[config.mk]
export PLATFORM = sky130hd
export DESIGN_NAME = asic_sweep_sequencer
export DESIGN_NICKNAME = d
export VERILOG_FILES = /design/src/rtl/asic_sweep_sequencer.sv
export SDC_FILE = /design/constraint.sdc
export NUM_CORES = 1
export LEC_CHECK = 0
export CAP_MARGIN = 20
export CORE_MARGIN = 5
export CORE_UTILIZATION = 30
export DETAILED_ROUTE_END_ITERATION = 10
export HOLD_SLACK_MARGIN = 0.03
export PLACE_DENSITY = 0.52
export RECOVER_POWER = 50
export SLEW_MARGIN = 5
export SYNTH_ARGS = -nofsm -noshare
export SYNTH_HDL_FRONTEND = slang
export SYNTH_SLANG_ARGS = --single-unit
[constraint.sdc]
create_clock -name clk -period 6.3 [get_ports clk]
set_clock_uncertainty 0.1 [all_clocks]
set_input_delay 0.945 -clock clk [delete_from_list [all_inputs] [get_ports clk]]
set_output_delay 0.945 -clock clk [all_outputs]
set_load 0.02 [all_outputs]
[src/rtl/asic_sweep_sequencer.sv]
// Sweeps a programmable DAC code range through the ASIC function interface and
// stores each returned XADC result at a sequential result-memory address.
// Optional per-code averaging is built when SWEEP_AVG_EN is defined.
module asic_sweep_sequencer #(
    parameter int ADDR_WIDTH    = 15,
    parameter int SETTLE_CYCLES = 16,
    parameter int AVG_LOG2      = 2
) (
    input  logic                  clk,
    input  logic                  rst_n,
    input  logic                  sweep_start,
    input  logic                  abort,
    input  logic [15:0]           cfg_start_code,
    input  logic [15:0]           cfg_end_code,
    input  logic [15:0]           cfg_step,
    output logic                  sweep_busy,
    output logic                  sweep_done,
    output logic [ADDR_WIDTH:0]   sample_count,
    output logic                  fi_start,
    output logic [15:0]           fi_data_in,
    input  logic                  fi_data_valid,
    input  logic [15:0]           fi_data_out,
    output logic                  res_we,
    output logic [ADDR_WIDTH-1:0] res_addr,
    output logic [15:0]           res_wdata
);

    localparam int SW = (SETTLE_CYCLES > 1) ? $clog2(SETTLE_CYCLES) : 1;
    localparam logic [SW-1:0] SETTLE_LAST = SW'(SETTLE_CYCLES - 1);

    typedef enum logic [3:0] {
        S_IDLE,
        S_SETTLE,
        S_ISSUE,
        S_WAIT_BUSY,
        S_WAIT_DONE,
        S_WRITE,
        S_NEXT,
        S_FINISH,
        S_DRAIN
    } state_e;

    state_e                state_q, state_d;
    logic [15:0]           code_q, code_d;
    logic [15:0]           end_q, end_d;
    logic [15:0]           step_q, step_d;
    logic [15:0]           wdata_q, wdata_d;
    logic [ADDR_WIDTH-1:0] addr_q, addr_d;
    logic [ADDR_WIDTH:0]   count_q, count_d;
    logic [SW-1:0]         settle_q, settle_d;
    logic                  fi_start_q, res_we_q, busy_q, done_q;
    logic [16:0]           next_code;
    logic                  last_code;

`ifdef SWEEP_AVG_EN
    localparam int ACC_W = 16 + AVG_LOG2;
    localparam int RW    = (AVG_LOG2 > 0) ? AVG_LOG2 : 1;
    localparam logic [RW-1:0] REP_LAST = RW'((1 << AVG_LOG2) - 1);

    logic [ACC_W-1:0] acc_q, acc_d, acc_sum;
    logic [RW-1:0]    rep_q, rep_d;
`else
    logic unused_avg;
    assign unused_avg = (AVG_LOG2 != 0);
`endif

    always_comb begin
        state_d  = state_q;
        code_d   = code_q;
        end_d    = end_q;
        step_d   = step_q;
        addr_d   = addr_q;
        count_d  = count_q;
        wdata_d  = wdata_q;
        settle_d = settle_q;
`ifdef SWEEP_AVG_EN
        acc_d    = acc_q;
        rep_d    = rep_q;
        acc_sum  = acc_q + ACC_W'(fi_data_out);
`endif
        // The 17-bit sum exposes a wrap past 0xFFFF as well as an overshoot of the end code.
        next_code = {1'b0, code_q} + {1'b0, step_q};
        last_code = (next_code > {1'b0, end_q}) || next_code[16] || (addr_q == '1);

        case (state_q)
            S_IDLE: begin
                if (sweep_start) begin
                    code_d  = cfg_start_code;
                    end_d   = cfg_end_code;
                    step_d  = (cfg_step == 16'd0) ? 16'd1 : cfg_step;
                    addr_d  = '0;
                    count_d = '0;
                    state_d = S_SETTLE;
                end
            end
            S_SETTLE: begin
                if (abort) begin
                    state_d = S_FINISH;
                end else if (settle_q == SETTLE_LAST) begin
                    state_d = S_ISSUE;
                end else begin
                    settle_d = settle_q + SW'(1);
                end
            end
            S_ISSUE: begin
                state_d = abort ? S_DRAIN : S_WAIT_BUSY;
            end
            S_WAIT_BUSY: begin
                if (abort) begin
                    state_d = S_DRAIN;
                end else if (!fi_data_valid) begin
                    state_d = S_WAIT_DONE;
                end
            end
            S_WAIT_DONE: begin
                if (abort) begin
                    state_d = S_DRAIN;
                end else if (fi_data_valid) begin
`ifdef SWEEP_AVG_EN
                    if (rep_q == REP_LAST) begin
                        wdata_d = acc_sum[AVG_LOG2 +: 16];
                        count_d = count_q + (ADDR_WIDTH + 1)'(1);
                        state_d = S_WRITE;
                    end else begin
                        acc_d   = acc_sum;
                        rep_d   = rep_q + RW'(1);
                        state_d = S_ISSUE;
                    end
`else
                    wdata_d = fi_data_out;
                    count_d = count_q + (ADDR_WIDTH + 1)'(1);
                    state_d = S_WRITE;
`endif
                end
            end
            S_WRITE: begin
                state_d = abort ? S_FINISH : S_NEXT;
            end
            S_NEXT: begin
                if (abort || last_code) begin
                    state_d = S_FINISH;
                end else begin
                    code_d  = next_code[15:0];
                    addr_d  = addr_q + ADDR_WIDTH'(1);
                    state_d = S_SETTLE;
                end
            end
            S_FINISH: begin
                state_d = S_IDLE;
            end
            S_DRAIN: begin
                if (fi_data_valid) begin
                    state_d = S_FINISH;
                end
            end
            default: begin
                state_d = S_IDLE;
            end
        endcase

        // Every entry into SETTLE restarts the settle count and any partial average.
        if ((state_d == S_SETTLE) && (state_q != S_SETTLE)) begin
            settle_d = '0;
`ifdef SWEEP_AVG_EN
            acc_d    = '0;
            rep_d    = '0;
`endif
        end
    end

    always_ff @(posedge clk) begin
        if (!rst_n) begin
            state_q    <= S_IDLE;
            code_q     <= '0;
            end_q      <= '0;
            step_q     <= '0;
            wdata_q    <= '0;
            addr_q     <= '0;
            count_q    <= '0;
            settle_q   <= '0;
            fi_start_q <= 1'b0;
            res_we_q   <= 1'b0;
            busy_q     <= 1'b0;
            done_q     <= 1'b0;
`ifdef SWEEP_AVG_EN
            acc_q      <= '0;
            rep_q      <= '0;
`endif
        end else begin
            state_q    <= state_d;
            code_q     <= code_d;
            end_q      <= end_d;
            step_q     <= step_d;
            wdata_q    <= wdata_d;
            addr_q     <= addr_d;
            count_q    <= count_d;
            settle_q   <= settle_d;
            // Strobes are registered from the next state so each is high exactly while in its state.
            fi_start_q <= (state_d == S_ISSUE);
            res_we_q   <= (state_d == S_WRITE);
            busy_q     <= (state_d != S_IDLE);
            done_q     <= (state_d == S_FINISH);
`ifdef SWEEP_AVG_EN
            acc_q      <= acc_d;
            rep_q      <= rep_d;
`endif
        end
    end

    assign sweep_busy   = busy_q;
    assign sweep_done   = done_q;
    assign sample_count = count_q;
    assign fi_start     = fi_start_q;
    assign fi_data_in   = code_q;
    assign res_we       = res_we_q;
    assign res_addr     = addr_q;
    assign res_wdata    = wdata_q;

endmodule

# Yosys cells after proc, flatten, opt, wreduce, memory -nomap -nowiden
# Cells that the tools add are included.
dict set report op_classes {
  n_reduce_logical 15
  eq_ne 18
  n_lt_le_gt_ge 1
  mux 23
  n_addsub 4
  bitwise 3
}
# cell count
set ops {}
lappend ops {{16-bit two-way mux} 6}
lappend ops {{16-bit case mux with 2 select lines} 2}
lappend ops {{4-bit two-way mux} 9}
lappend ops {{4-bit case mux with 8 select lines} 1}
lappend ops {{15-bit two-way mux} 2}
lappend ops {{15-bit case mux with 2 select lines} 1}
lappend ops {{4-bit by 3-bit == test with 1-bit output (second input constant)} 5}
lappend ops {{16-bit by 16-bit adder with 17-bit output} 1}
lappend ops {{17-bit by 16-bit greater-than comparator with 1-bit output} 1}
lappend ops {{16-bit by 1-bit adder with 16-bit output (second input constant)} 1}
lappend ops {{16-bit zero test} 1}
lappend ops {{15-bit by 1-bit adder with 15-bit output (second input constant)} 1}
lappend ops {{15-bit == test (second input constant)} 1}
lappend ops {{4-bit by 2-bit == test with 1-bit output (second input constant)} 3}
lappend ops {{3-bit AND reduction} 3}
lappend ops {{4-bit by 1-bit == test with 1-bit output (second input constant)} 2}
lappend ops {{4-bit == test (second input constant)} 2}
lappend ops {{2-bit inequality test (second input constant)} 4}
lappend ops {{4-bit by 1-bit adder with 4-bit output (second input constant)} 1}
lappend ops {{4-bit zero test} 1}
lappend ops {{4-bit by 1-bit inequality test with 1-bit output (second input constant)} 1}
lappend ops {{4-bit AND reduction} 1}
lappend ops {{2-bit nonzero test} 2}
lappend ops {{4-bit nonzero test} 1}
lappend ops {{7 further kinds} 11}
dict set report word_totals {
  inputBits 69
  register_bits 107
  word_cells 76
  output_inout_bits 67
}

# Depth between registers and ports, before layout
# Gate-level depths: netlist (run 1).
dict set report depth {
  ltp_word 10
  mapped_depth 16
  ltp_nobuf 15
}

# Worst setup path before layout (run 1)
# Ideal clock, no wire load.
dict set report synth_path {
  path_type {register -> register}
  start {reg code_q[0], in the netlist fi_data_in[0]}
  end {reg code_q[8], in the netlist fi_data_in[8]}
  setup_slack_ns 2.308
  t_required_ns 6.133
  arrival_time_ns 3.824
  period_less_slack_ns 3.992
  stages_incl_launch_ff 17
  path_buffers 1
  setup_ns 0.067
  path_cell_list {dfxtp_1 -> ha_1 -> fa_1 -> a211oi_1 -> o21ai_1 -> nand3_1 -> nand2b_1 -> xor2_1 -> ha_1 -> nand4_2 -> or4_4 -> o211ai_2 -> o31ai_2 -> o31a_1 -> buf_6 -> or3_4 -> a21oi_2}
}
dict set report synth_via {
  elab_chain_cells 7
  word_cells_on_any_way 9
  classes_between {1 x add/sub; 1 x order compare; 1 x eq/ne; 2 x mux; 4 x reduce/logical}
}
# element line_no
set synth_rtl {}
lappend synth_rtl {{start, declared} 44} ;# logic [15:0] code_q, code_d;
lappend synth_rtl {{start signal, assigned} 191} ;# code_q <= code_d;
lappend synth_rtl {{16-bit by 16-bit adder with 17-bit output (*)} 82} ;# next_code = {1'b0, code_q} + {1'b0, step_q};
lappend synth_rtl {{17-bit by 16-bit greater-than comparator with 1-bit output} 83} ;# last_code = (next_code > {1'b0, end_q}) || next_code[16] || (addr_q == '1);
lappend synth_rtl {{1-bit logical OR (2 in series)} 83}
lappend synth_rtl {{1-bit logical OR} 140} ;# if (abort || last_code) begin
lappend synth_rtl {{2-bit inequality test (no line)} n/a}
lappend synth_rtl {{3-bit AND reduction (no line)} n/a}
# Mark *: on every way between the ends. The rest lies on a longest branch, timed or not. The select of a mux whose other input is x is not followed.
# A chain may end at the register's enable or synchronous reset.

# Final worst setup path (run 1)
dict set report layout_path {
  start {reg code_q[0], in the netlist fi_data_in[0]}
  end {reg addr_q[11], in the netlist res_addr[11]}
}
dict set report layout_via {
  elab_chain_cells 7
}
# element line_no
set layout_rtl {}
lappend layout_rtl {{16-bit by 16-bit adder with 17-bit output (*)} 82}
lappend layout_rtl {{17-bit by 16-bit greater-than comparator with 1-bit output} 83}
lappend layout_rtl {{1-bit logical OR (*) (2 in series)} 83}
lappend layout_rtl {{1-bit logical OR (*)} 140}
lappend layout_rtl {{2-bit inequality test (no line) (*)} n/a}
lappend layout_rtl {{3-bit AND reduction (no line) (*)} n/a}
lappend layout_rtl {{end signal, assigned} 195} ;# addr_q <= addr_d;
lappend layout_rtl {{end, declared} 48} ;# logic [ADDR_WIDTH-1:0] addr_q, addr_d;
# Mark *: on every way between the ends. The rest lies on a longest branch, timed or not.

==> impl_metrics.toml, run 1 <==
[status]
outcome = "completed"

[pwr]
power_leakage_uw = 0.00307
peakVddDrop_mv = 0.135
p_per_area_mw_per_mm2 = 297

[global_route]
grt_antenna_before_repair = 0
grtUsageTotal = 0.161
grt-ovfl-total = 0
grt_pass1_wl_microns = 28200
grt_pass1_vias = 5218
grt_max_degree = 50

[cts]
clock_sinks = 107
clkTransAtPathRegs_ns = 0.07
cts_resized = 0
post_cts.repair.setup_buffers = 0
numCtsBuffers = 9
clock_latency_ns = 0.35
hold_buffers = 0
htree_num_levels = 3
root_buffer = "clkbuf_16"
clk_path_buf_depth = 2
cts_tree = "yes"

[detailed_routing]
first_iter_violations = 294
vias_per_cell = 5.02
detail-route-antenna-nets = 0
vias = 5318
drt-pass1-iter-count = 4
routed_wl_microns = 17500
drc = 0
routedWlPerCell_microns = 16.5

[finish]
final-seq-area_sq_mm = 0.00214
nNetsFinal = 924
finalNonFillerCells = 1059
syn2layout_area_growth_pct = 32.2
drive_gt1_frac = 0.0473
multi_input_area_sq_mm = 0.00327
fillerInstances = 1959

[logic_synthesis]
synthMostInstantiatedCell = "nand2_1"
synth_seq_cells = 107
yosys.area.top_type = "dfxtp_1"
syn_area_sq_mm = 0.00565
synth-edff-count = 0
ys_top_cells_by_count = "141 x nand2_1, 107 x dfxtp_1, 67 x a21oi_1"
synthTopCellsByArea = "dfxtp_1 38%, nand2_1 9.4%, ha_1 7.8%"
yosysWarnings = 0
synthArstFlopShare = 0
synth_seq_area_share = 0.379
avgSynthCellArea_sq_um = 8.03
synth_flop_cell = "dfxtp_1"
yosysUniqueCellTypes = 64
syn-num-nets = 808
synth.top_cell.area_share = 0.379
synthCells = 703

[floorplanning]
num_rows = 50
dieArea_sq_mm = 0.0217
dieWidth_microns = 147
die_h_microns = 147
initial_core_util = 0.303
ios = 136
design.core.area_sq_mm = 0.0186

[sta]
period_needed_ns = 4.63
maxSlewHeadroom = 0.279
setup_tns_ns = 0
fmax_ghz = 0.216
min_period_over_period = 0.735
finalSetupViolCount = 0
finalMaxSlewViolations = 0
worstMarginPinSlew_ns = 1.08
hold_viol = 0
rsz0062_at_grt = "no"

[placement]
io_buffers = 135
numPlacedInstances = 1042
place.gp.congestion = 0.873
place_hpwl_microns = 13100

[critical_path]
worstPathArrival_ns = 4.77
cp.depth = 16
start_kind = "flip-flop"
path_buf_inv = 1
path_cells = "ha_1, fa_1, a211oi_1, o21ai_1, nand3_1, nand2b_1, xor2_1, ha_1, nand4_2, or4_4, o211ai_2, o31ai_2, o31ai_4, buf_4, a31oi_1, a41o_1"
critPathRequiredTime_ns = 6.44
crit_path_frequent_cell = "ha_1"
critPathSlowestCell = "o31ai_4"
reg2regPathDepth = 16
worst-setup-path-type = "flip-flop to flip-flop"
cp_top_family = "compound AO/OA/AOI/OAI gates"
cp-end-kind = "flip-flop"
max_stage_delay_ns = 0.53
worst-path-max-fanout = 30

[run]
drv_cap = 0

[worst_hold_path]
hp-class = "flip-flop to flip-flop"
worstHoldPathCells = 2
final cells by class:
type / count / share of cell area
timing repair buffer: 140 / 0.185
tap: 234 / 0.0392
clock inverter: 4 / 0.00318
sequential: 107 / 0.287
inverter: 24 / 0.0121
multi-input combinational: 537 / 0.439
antenna: 1 / 0.000335
clock buffer: 12 / 0.0343
power by group:
part	switching [uW]	internal, uW	leakage [uW]
combinational	502	348	0.00206
clock	262	290	0.000143
sequential	68.4	749	0.000871
worst register-to-register path: cells and delay by family, from the launching register on:
family	cells	cell delay [ns]
compound gates	7	1.64
fa+ha+maj	3	0.98
simple gates	4	0.89
buf+inv	1	0.41
flops	1	0.33
xor+xnor	1	0.16
metal layers:
metal	GRT usage	vias up	part of all wire	wire, microns
li1	-	2726	-	-
met1	0.225	2455	0.50	8710
met2	0.248	120	0.44	7610
met3	0.0333	17	0.048	836
met4	0.0527	0	0.018	312
met5	0	-	0	0
state kept, by name, indices dropped and copies added, names as in the netlist:
| register | flops |
|---|---|
| end_q | 16 |
| fi_data_in | 16 |
| fi_start | 1 |
| res_addr | 15 |
| res_wdata | 16 |
| res_we | 1 |
| sample_count | 16 |
| settle_q | 4 |
| state_q | 4 |
| step_q | 16 |
| sweep_busy | 1 |
| sweep_done | 1 |
worst paths after layout:
kind / from / endpoint / slack (ns)
min: res_wdata[14]$_SDFFE_PN0P_ / res_wdata[14]$_SDFFE_PN0P_ / 0.35
max: fi_data_in[0]$_SDFFE_PN0P_ / res_addr[11]$_SDFFE_PN0P_ / 1.67
min reg2reg: res_wdata[14]$_SDFFE_PN0P_ / res_wdata[14]$_SDFFE_PN0P_ / 0.35
max reg2reg: fi_data_in[0]$_SDFFE_PN0P_ / res_addr[11]$_SDFFE_PN0P_ / 1.67
metrics by stage:
step / utilization / cell area, sq um / worst slack (ns) / total power (uW) / hold slack, ns
2_1_floorplan: - / 5650 / 2.31 / 1410 / 0.336
3_3_place_gp: 0.386 / 7190 / 1.78 / 1700 / 0.342
3_5_place_dp: 0.386 / 7190 / 1.70 / 1700 / 0.347
4_1_cts: 0.401 / 7470 / 1.69 / 2260 / 0.355
5_1_grt: 0.400 / 7460 / 1.40 / 2380 / 0.375
6_report: 0.401 / 7470 / 1.67 / 2220 / 0.352
layout by cell type (no fill, tap or decap), types with 9 or more instances in the layout:
master           synthesis  final
mux2i_1                 12     12
nand4_1                 16     16
nand3_1                 15     15
nor2_1                  52     51
o21ai_0                 26     26
and3_1                  13     13
a31oi_1                 11     11
xnor2_1                 12     12
dfxtp_1                107    107
nand2b_1                 9      9
a22o_1                  11     11
nand2_1                141    141
clkbuf_16                0      9
xor2_1                  15     15
or3_1                   10     10
dlygate4sd3_1            0     69
clkdlybuf4s50_1          0     66
a21oi_1                 67     67
ha_1                    35     35
inv_1                   24     23
cell families (layout without fill, tap and decap cells):
kind of cell             count (synthesis)  in the layout  synth area share
XOR/XNOR                                27             27            0.0419
buffers and inverters                   59            180            0.0412
AO/OA/AOI/OAI                          162            162             0.183
AND/OR/NAND/NOR                        299            299             0.250
flip-flops                             107            107             0.379
other                                    0              1                 0
adder cells (fa/ha/maj)                 36             36            0.0811
multiplexers                            13             13            0.0233
Note: power is estimated with default switching activity, not from simulation.
==> run 2, diff against run 1 <==
==> constraint.sdc (replaced) <==
create_clock -name clk -period 4.3 [get_ports clk]
set_clock_uncertainty 0.1 [all_clocks]
set_input_delay 0.645 -clock clk [delete_from_list [all_inputs] [get_ports clk]]
set_output_delay 0.645 -clock clk [all_outputs]
set_load 0.02 [all_outputs]
==> impl_metrics.toml, run 2 (synthesized netlist as in run 1, its figures left out) <==
[detailed_routing]
detail-route-antenna-nets = 0
routedWlPerCell_microns = 16.5
drt-pass1-iter-count = 5
first_iter_violations = 285
top_layer = "met4"
wl_met3_microns = 1000
vias = 5389
met2_length_microns = 7820
drt-met1-wl_microns = 8610
vias_per_cell = 5.04
routed_wl_microns = 17600
drc = 0

[finish]
fillerInstances = 1921
multi_input_area_sq_mm = 0.00330
layout_common_cells = "141 x nand2_1, 107 x dfxtp_1, 71 x clkdlybuf4s50_1"
final_common_cell = "nand2_1"
finalNonFillerCells = 1069
fin_area_sq_mm = 0.00762
nNetsFinal = 935
final-seq-area_sq_mm = 0.00214
antenna_cells = 0
drive_gt1_frac = 0.0635
syn2layout_area_growth_pct = 35.0

[cts]
clock_latency_ns = 0.36
cts_tree = "yes"
htree_num_levels = 3
numCtsBuffers = 9
post_cts.repair.setup_buffers = 0
clock_sinks = 107
root_buffer = "clkbuf_16"
clkTransAtPathRegs_ns = 0.07
clk_path_buf_depth = 2

[pwr]
power_leakage_uw = 0.00313
peakVddDrop_mv = 0.246
p_sw_frac = 0.367
p_comb_frac = 0.382
power.share.clock = 0.268
p_per_area_mw_per_mm2 = 448
internal_power_uw = 2160
p_sw_uw = 1250
power_frac_seq = 0.350

[floorplanning]
dieArea_sq_mm = 0.0217
num_rows = 50
die_h_microns = 147
dieWidth_microns = 147
design.core.area_sq_mm = 0.0186
initial_core_util = 0.303
ios = 136

[sta]
finalMaxSlewViolations = 0
finalSetupViolCount = 0
maxSlewHeadroom = 0.0575
period_needed_ns = 4.10
fmax_ghz = 0.244
min_period_over_period = 0.953
worstMarginPinSlew_ns = 1.41
rsz0062_at_grt = "yes"
setup_tns_ns = 0
hold_viol = 0

[global_route]
grt_pass1_wl_microns = 27600
grt-ovfl-total = 0
grtUsageTotal = 0.159
grt_pass1_vias = 5067
grt_antenna_before_repair = 0
grt_max_degree = 32

[placement]
numPlacedInstances = 1051
place_hpwl_microns = 13200
place_area_sq_mm = 0.00727
place.gp.congestion = 0.874
io_buffers = 135

[critical_path]
worst-setup-path-type = "flip-flop to flip-flop"
cp-end-kind = "flip-flop"
worstPathArrival_ns = 4.27
critPathRequiredTime_ns = 4.48
worst-path-max-fanout = 5
start_kind = "flip-flop"

[run]
drv_cap = 0

[worst_hold_path]
hp-class = "flip-flop to flip-flop"

[status]
outcome = "completed"
[run 2: cell types whose count changed in the layout (fill, tap and decap cells not counted), moves of 2 or more]
cell             previous run  this run
a21oi_1                    67        65
a21oi_2                     1         3
buf_4                       4        11
bufinv_16                   0         2
clkbuf_8                    2         0
clkdlybuf4s50_1            66        71
clkinv_2                    3         0
dlygate4sd3_1              69        64
inv_6                       1         3
[run 2: cell type report]
class	count	share of cell area
inverters	24	0.0118
multi-input cells	538	0.433
flip-flops and latches	107	0.281
clock buffers	10	0.0300
well taps	234	0.0384
repair buffers	150	0.193
clock inverters	6	0.0125
[run 2: through the flow]
step	hold WS (ns)	total power (uW)	setup slack [ns]	utilization
after floorplan	0.336	2070	0.308	-
after global placement	0.341	2520	0.0829	0.390
after detailed placement	0.348	2510	0.0200	0.390
after CTS	0.358	3440	0.0582	0.407
after global routing	0.379	3640	-0.0102	0.409
final	0.352	3410	0.202	0.409
[run 2: worst max-delay path, stage by stage (launching register included)]
cell and delay (ns):
dfxtp_1 0.34, ha_1 0.36, o211ai_1 0.23, a21boi_1 0.15, o221ai_1 0.23, a21oi_1 0.12, or3_1 0.37, and2_1 0.17
ha_1 0.30, nand4_1 0.11, or4_4 0.43, o211ai_2 0.08, o31ai_2 0.14, o31a_1 0.33, or4_1 0.41, a21oi_1 0.14
[run 2: final timing paths]
path,start,endpoint,slack [ns],cells past startpoint
setup reg to reg,fi_data_in[5]$_SDFFE_PN0P_,res_addr[12]$_SDFFE_PN0P_,0.20,15
setup / recovery,fi_data_in[5]$_SDFFE_PN0P_,res_addr[12]$_SDFFE_PN0P_,0.20,15
hold reg to reg,res_wdata[6]$_SDFFE_PN0P_,res_wdata[6]$_SDFFE_PN0P_,0.35,2
hold / removal,res_wdata[6]$_SDFFE_PN0P_,res_wdata[6]$_SDFFE_PN0P_,0.35,2
[run 2: repair_timing]
action / in CTS / in global routing
endpoints found under the setup margin: 1 / 25
gates cloned: 0 / 2
resized for setup: 1 / 7
pin swaps: 0 / 4
hold buffers: 0 / 0
[run 2: power by group through the flow]
| stage | Combinational (uW) | Clock [uW] | Sequential [uW] |
|---|---|---|---|
| floorplan | 839 | 0 | 1230 |
| global placement | 1300 | 0 | 1220 |
| detailed placement | 1290 | 0 | 1220 |
| CTS | 1300 | 948 | 1200 |
| global route | 1450 | 984 | 1210 |
| finish | 1300 | 917 | 1190 |
[run 2: routing by layer]
layer,GRT usage,vias to the layer above
li1,-,2741
met1,0.218,2496
met2,0.251,139
met3,0.0382,13
met4,0.0405,0
met5,0,-
==> run 3, diff against run 2 <==
--- a/config.mk
+++ b/config.mk
@@ -10,6 +10,7 @@
 export CORE_UTILIZATION = 30
 export DETAILED_ROUTE_END_ITERATION = 10
 export HOLD_SLACK_MARGIN = 0.03
+export MAX_ROUTING_LAYER = met4
 export PLACE_DENSITY = 0.52
 export RECOVER_POWER = 50
 export SLEW_MARGIN = 5
==> impl_metrics.toml, run 3 (synthesized netlist as in run 1, its figures left out) <==
[critical_path]
max_stage_delay_ns = 0.43
critPathCapture = "res_addr[12]$_SDFFE_PN0P_"
critPathSlowestCell = "or4_4"
cp-end-kind = "flip-flop"
cp-startpoint = "fi_data_in[5]$_SDFFE_PN0P_"
regToRegEndpoint = "res_addr[12]$_SDFFE_PN0P_"
worstPathArrival_ns = 4.28
reg2regPathDepth = 15
r2r-start = "fi_data_in[5]$_SDFFE_PN0P_"
path_cells = "ha_1, o211ai_1, a21boi_1, o221ai_1, a21oi_1, or3_1, and2_1, ha_1, nand4_1, or4_4, o211ai_2, o31ai_2, o31a_1, or4_1, a21oi_1"
worst-path-max-fanout = 5
reg2reg_slack_ns = 0.19
critPathRequiredTime_ns = 4.48
start_kind = "flip-flop"
worst-setup-path-type = "flip-flop to flip-flop"

[pwr]
power.total_uw = 3410
peakVddDrop_mv = 0.244
power_leakage_uw = 0.00313
p_per_area_mw_per_mm2 = 448

[sta]
hold_viol = 0
finalMaxSlewViolations = 0
fmax_ghz = 0.243
worstMarginPinSlew_ns = 1.43
maxSlewHeadroom = 0.0484
finalSetupViolCount = 0
rsz0062_at_grt = "yes"
fin_ws_ns = 0.193
min_period_over_period = 0.955
period_needed_ns = 4.11

[floorplanning]
num_rows = 50
die_h_microns = 147
ios = 136
dieWidth_microns = 147
dieArea_sq_mm = 0.0217
design.core.area_sq_mm = 0.0186
initial_core_util = 0.303

[detailed_routing]
drt-pass1-iter-count = 5
routedWlPerCell_microns = 16.5
vias = 5419
vias_per_cell = 5.07
first_iter_violations = 269
drc = 0
routed_wl_microns = 17600
detail-route-antenna-nets = 0

[placement]
dp_slack_ns = 0.0200
io_buffers = 135
place.gp.congestion = 0.888
place_hpwl_microns = 13200
numPlacedInstances = 1051
place_area_sq_mm = 0.00727

[run]
drv_cap = 0

[global_route]
grt_busiest_layer = "met2"
grt_antenna_before_repair = 0
grt_max_degree = 32
grtUsageTotal = 0.164
grt_pass1_wl_microns = 27600
grtUsageMet2 = 0.250
use_met3 = 0.0345
gr-usage-met1 = 0.221
grt-ovfl-total = 0
grt_pass1_vias = 5076

[finish]
fin_area_sq_mm = 0.00762
drive_gt1_frac = 0.0635
nNetsFinal = 935
syn2layout_area_growth_pct = 35.0
finalNonFillerCells = 1069
final_common_cell = "nand2_1"
antenna_cells = 0
postLayoutCoreUtil = 0.409
layout_common_cells = "141 x nand2_1, 107 x dfxtp_1, 71 x clkdlybuf4s50_1"

[cts]
post_cts.repair.setup_buffers = 0
clock_latency_ns = 0.36
htree_num_levels = 3
clock_sinks = 107
numCtsBuffers = 9
clk_path_buf_depth = 2
cts_tree = "yes"
clkTransAtPathRegs_ns = 0.07
root_buffer = "clkbuf_16"

[worst_hold_path]
worstHoldPathCells = 2
hp-class = "flip-flop to flip-flop"

[status]
outcome = "completed"
[run 3: cell counts in the layout (fill, tap and decap cells not counted)]
Identical to the previous run, type by type.
[run 3: where the power goes]
part	switching [uW]	leakage [uW]	internal (uW)
combinational	757	0.00210	546
sequential	98.2	0.000871	1100
clock	397	0.000158	519
total	1250	0.00313	2160
[run 3: how the worst min path moves through the flow]
stage                                            end                        from  slack, ns
after floorplan               end_q[10]$_SDFFE_PN0P_      end_q[10]$_SDFFE_PN0P_       0.34
after global placement     res_wdata[6]$_SDFFE_PN0P_   res_wdata[6]$_SDFFE_PN0P_       0.34
after global routing      res_wdata[13]$_SDFFE_PN0P_  res_wdata[13]$_SDFFE_PN0P_       0.38
final                      res_wdata[6]$_SDFFE_PN0P_   res_wdata[6]$_SDFFE_PN0P_       0.35
after detailed placement       end_q[2]$_SDFFE_PN0P_       end_q[2]$_SDFFE_PN0P_       0.35
after CTS                  res_wdata[6]$_SDFFE_PN0P_   res_wdata[6]$_SDFFE_PN0P_       0.36
[run 3: per-stage QoR]
stage	setup TNS, ns	hold slack (ns)
CTS	0	0.358
global route	-0.0179	0.379
finish	0	0.352
detailed placement	0	0.348
global placement	0	0.341
floorplan	0	0.336
[run 3: cell type report]
type / instances / area, sq um
clock inverters: 6 / 95.1
well taps: 234 / 293
clock buffers: 10 / 229
repair buffers: 150 / 1470
multi-input cells: 538 / 3300
fillers: 1921 / 11000
inverters: 24 / 90.1
flip-flops and latches: 107 / 2140
[run 3: metal layers]
metal	wire, microns	vias to the layer above
li1	-	2752
met1	8730	2502
met2	7810	152
met3	902	13
met4	204	0
met5	0	-
[run 3: worst max-delay path, delay by kind of cell, from the launching register on]
family	cells	cell delay, ns
fa+ha+maj	2	0.66
flops	1	0.33
simple gates	5	1.50
compound gates	8	1.43
[run 3: what timing repair did]
action | 4_1_cts | 5_1_grt
pin swaps | 0 | 4
gates cloned | 0 | 2
setup endpoints to repair | 1 | 24
gates resized for setup | 1 | 7
hold buffers | 0 | 0
==> patch: new RTL, flow settings as in run 1 <==
The option `SWEEP_AVG_EN` is turned on by a define.
--- a/src/rtl/asic_sweep_sequencer.sv
+++ b/src/rtl/asic_sweep_sequencer.sv
@@ -3,2 +3,4 @@
 // Optional per-code averaging is built when SWEEP_AVG_EN is defined.
+`define SWEEP_AVG_EN
+
 module asic_sweep_sequencer #(
Behaviour: no difference found for any inputs over 10 cycles, from zero or initial values and one cycle with rst_n low; that may be too few to reach the edited logic, so the function may still have changed.
==> patch against run 1 <==
  * The run now ends with capacitance limit, slew limit left
  * Via count is 29% higher
  * Count of clock-buffer cells in the layout is 6 higher
  * Sequential cell count is 20 higher
  * Worst setup slack worse by 0.89 ns
  * First-iteration DRC count is 12% higher
  * Synthesized area is 29% higher
  * Final area is 28% higher
  * Die area is 27% higher
  * Power is 50% higher
  * Routed wire length is 29% higher
  * Utilization is 0.38 points lower
  * Critical endpoint is now fi_data_in[13]$_SDFFE_PN0P_
==> patch: results (changes against run 1) <==
Logic synthesis
  • Synth Area in Compound Gates: 0.224 (was 0.183)
  • Syn_nets: 1021 (was 808)
  • Count of different cell masters after synthesis: 67 (was 64)
  • Syn avg cell area: 8.10 µm² (was 8.03 µm²)
  • Post-Synth XOR/XNOR Area: 0.0421 (was 0.0419)
  • Register area share after synthesis: 0.350 (was 0.379)
  • Synth cell count leaders: 153 x nand2_1, 127 x dfxtp_1, 89 x a21oi_1 (was 141 x nand2_1, 107 x dfxtp_1, 67 x a21oi_1)
  • Post-synthesis mux area share: 0.0181 (was 0.0233)
  • Adder-cell share of the synthesized area: 0.0949 (was 0.0811)

Global routing
  • Gr usage total: 0.161 (about the same)
  • Largest net degree at the start of global routing: 65 (was 50)
  • Met2 global-route usage: 0.277 (was 0.248)
  • GR Util met1: 0.206 (was 0.225)
  • Vias in the first global route: 6765 (was 5218)
  • Grt met3 use: 0.0372 (was 0.0333)

Layout
  • Layout Nets: 1136 (was 924)
  • # diodes: 0 (was 1)
  • Share of cells above drive strength 1: 0.0556 (was 0.0473)
  • Non-filler cells, final: 1350 (was 1059)

Routing
  • Met3 WL: 867 µm (was 836 µm)
  • Met1 wire length: 10600 µm (was 8710 µm)
  • WL per Instance: 16.7 µm (was 16.5 µm)
  • Via count normalized by instance count: 5.08 (was 5.02)

Run
  • Max Cap Viol: 1 (was 0)

Power
  • Pleak: 3.90 nW (was 3.07 nW)
  • Max VDD drop: 0.156 mV (was 0.135 mV)

Placement
  • GP Congestion: 0.810 (was 0.873)
  • Final HPWL DP: 16300 µm (was 13100 µm)
  • Dpl cell area: 8900 µm² (was 7190 µm²)

Clock network
  • Clock Latency Late Sink: 0.42 ns (was 0.35 ns)
  • CTS Buf Count: 17 (was 9)

Worst setup path
  • CP peak stage delay: 0.63 ns (was 0.53 ns)
  • Crit Path Max Fanout: 16 (was 30)
  • CP arrival: 5.55 ns (was 4.77 ns)

STA
  • Slew @ Worst Pin: 3.27 ns (was 1.08 ns)
  • Slew Viols, Final: 65 (was 0)
  • WHS: 0.353 ns (was 0.352 ns)

Outcome
  • Status: complete, but fails checks (was completed)
  • Failing checks: capacitance limit, slew limit
-- patch: area by class of cell --
class	count	area, µm²
Clock buffer	18	429
Clock inverter	14	240
Fill cell	2553	14500
Inverter	31	116
Multi-Input combinational cell	692	4420
Sequential cell	127	2540
Tap cell	324	405
Timing Repair Buffer	144	1410
-- patch: where the power goes --
group	switching (W)	internal, W	leakage, nW
combinational	0.000714	0.000489	2.55
sequential	0.0000933	0.000907	1.03
clock	0.000392	0.000743	0.320
-- patch: path summary, 6_finish.rpt --
kind	startpoint	to	cells after the start
worst max register to register	fi_data_in[0]$_SDFFE_PN0P_	fi_data_in[13]$_SDFFE_PN0P_	16
worst min-delay path	res_wdata[8]$_SDFFE_PN0P_	res_wdata[8]$_SDFFE_PN0P_	2
worst min register to register	res_wdata[8]$_SDFFE_PN0P_	res_wdata[8]$_SDFFE_PN0P_	2
worst max-delay path	fi_data_in[0]$_SDFFE_PN0P_	fi_data_in[13]$_SDFFE_PN0P_	16
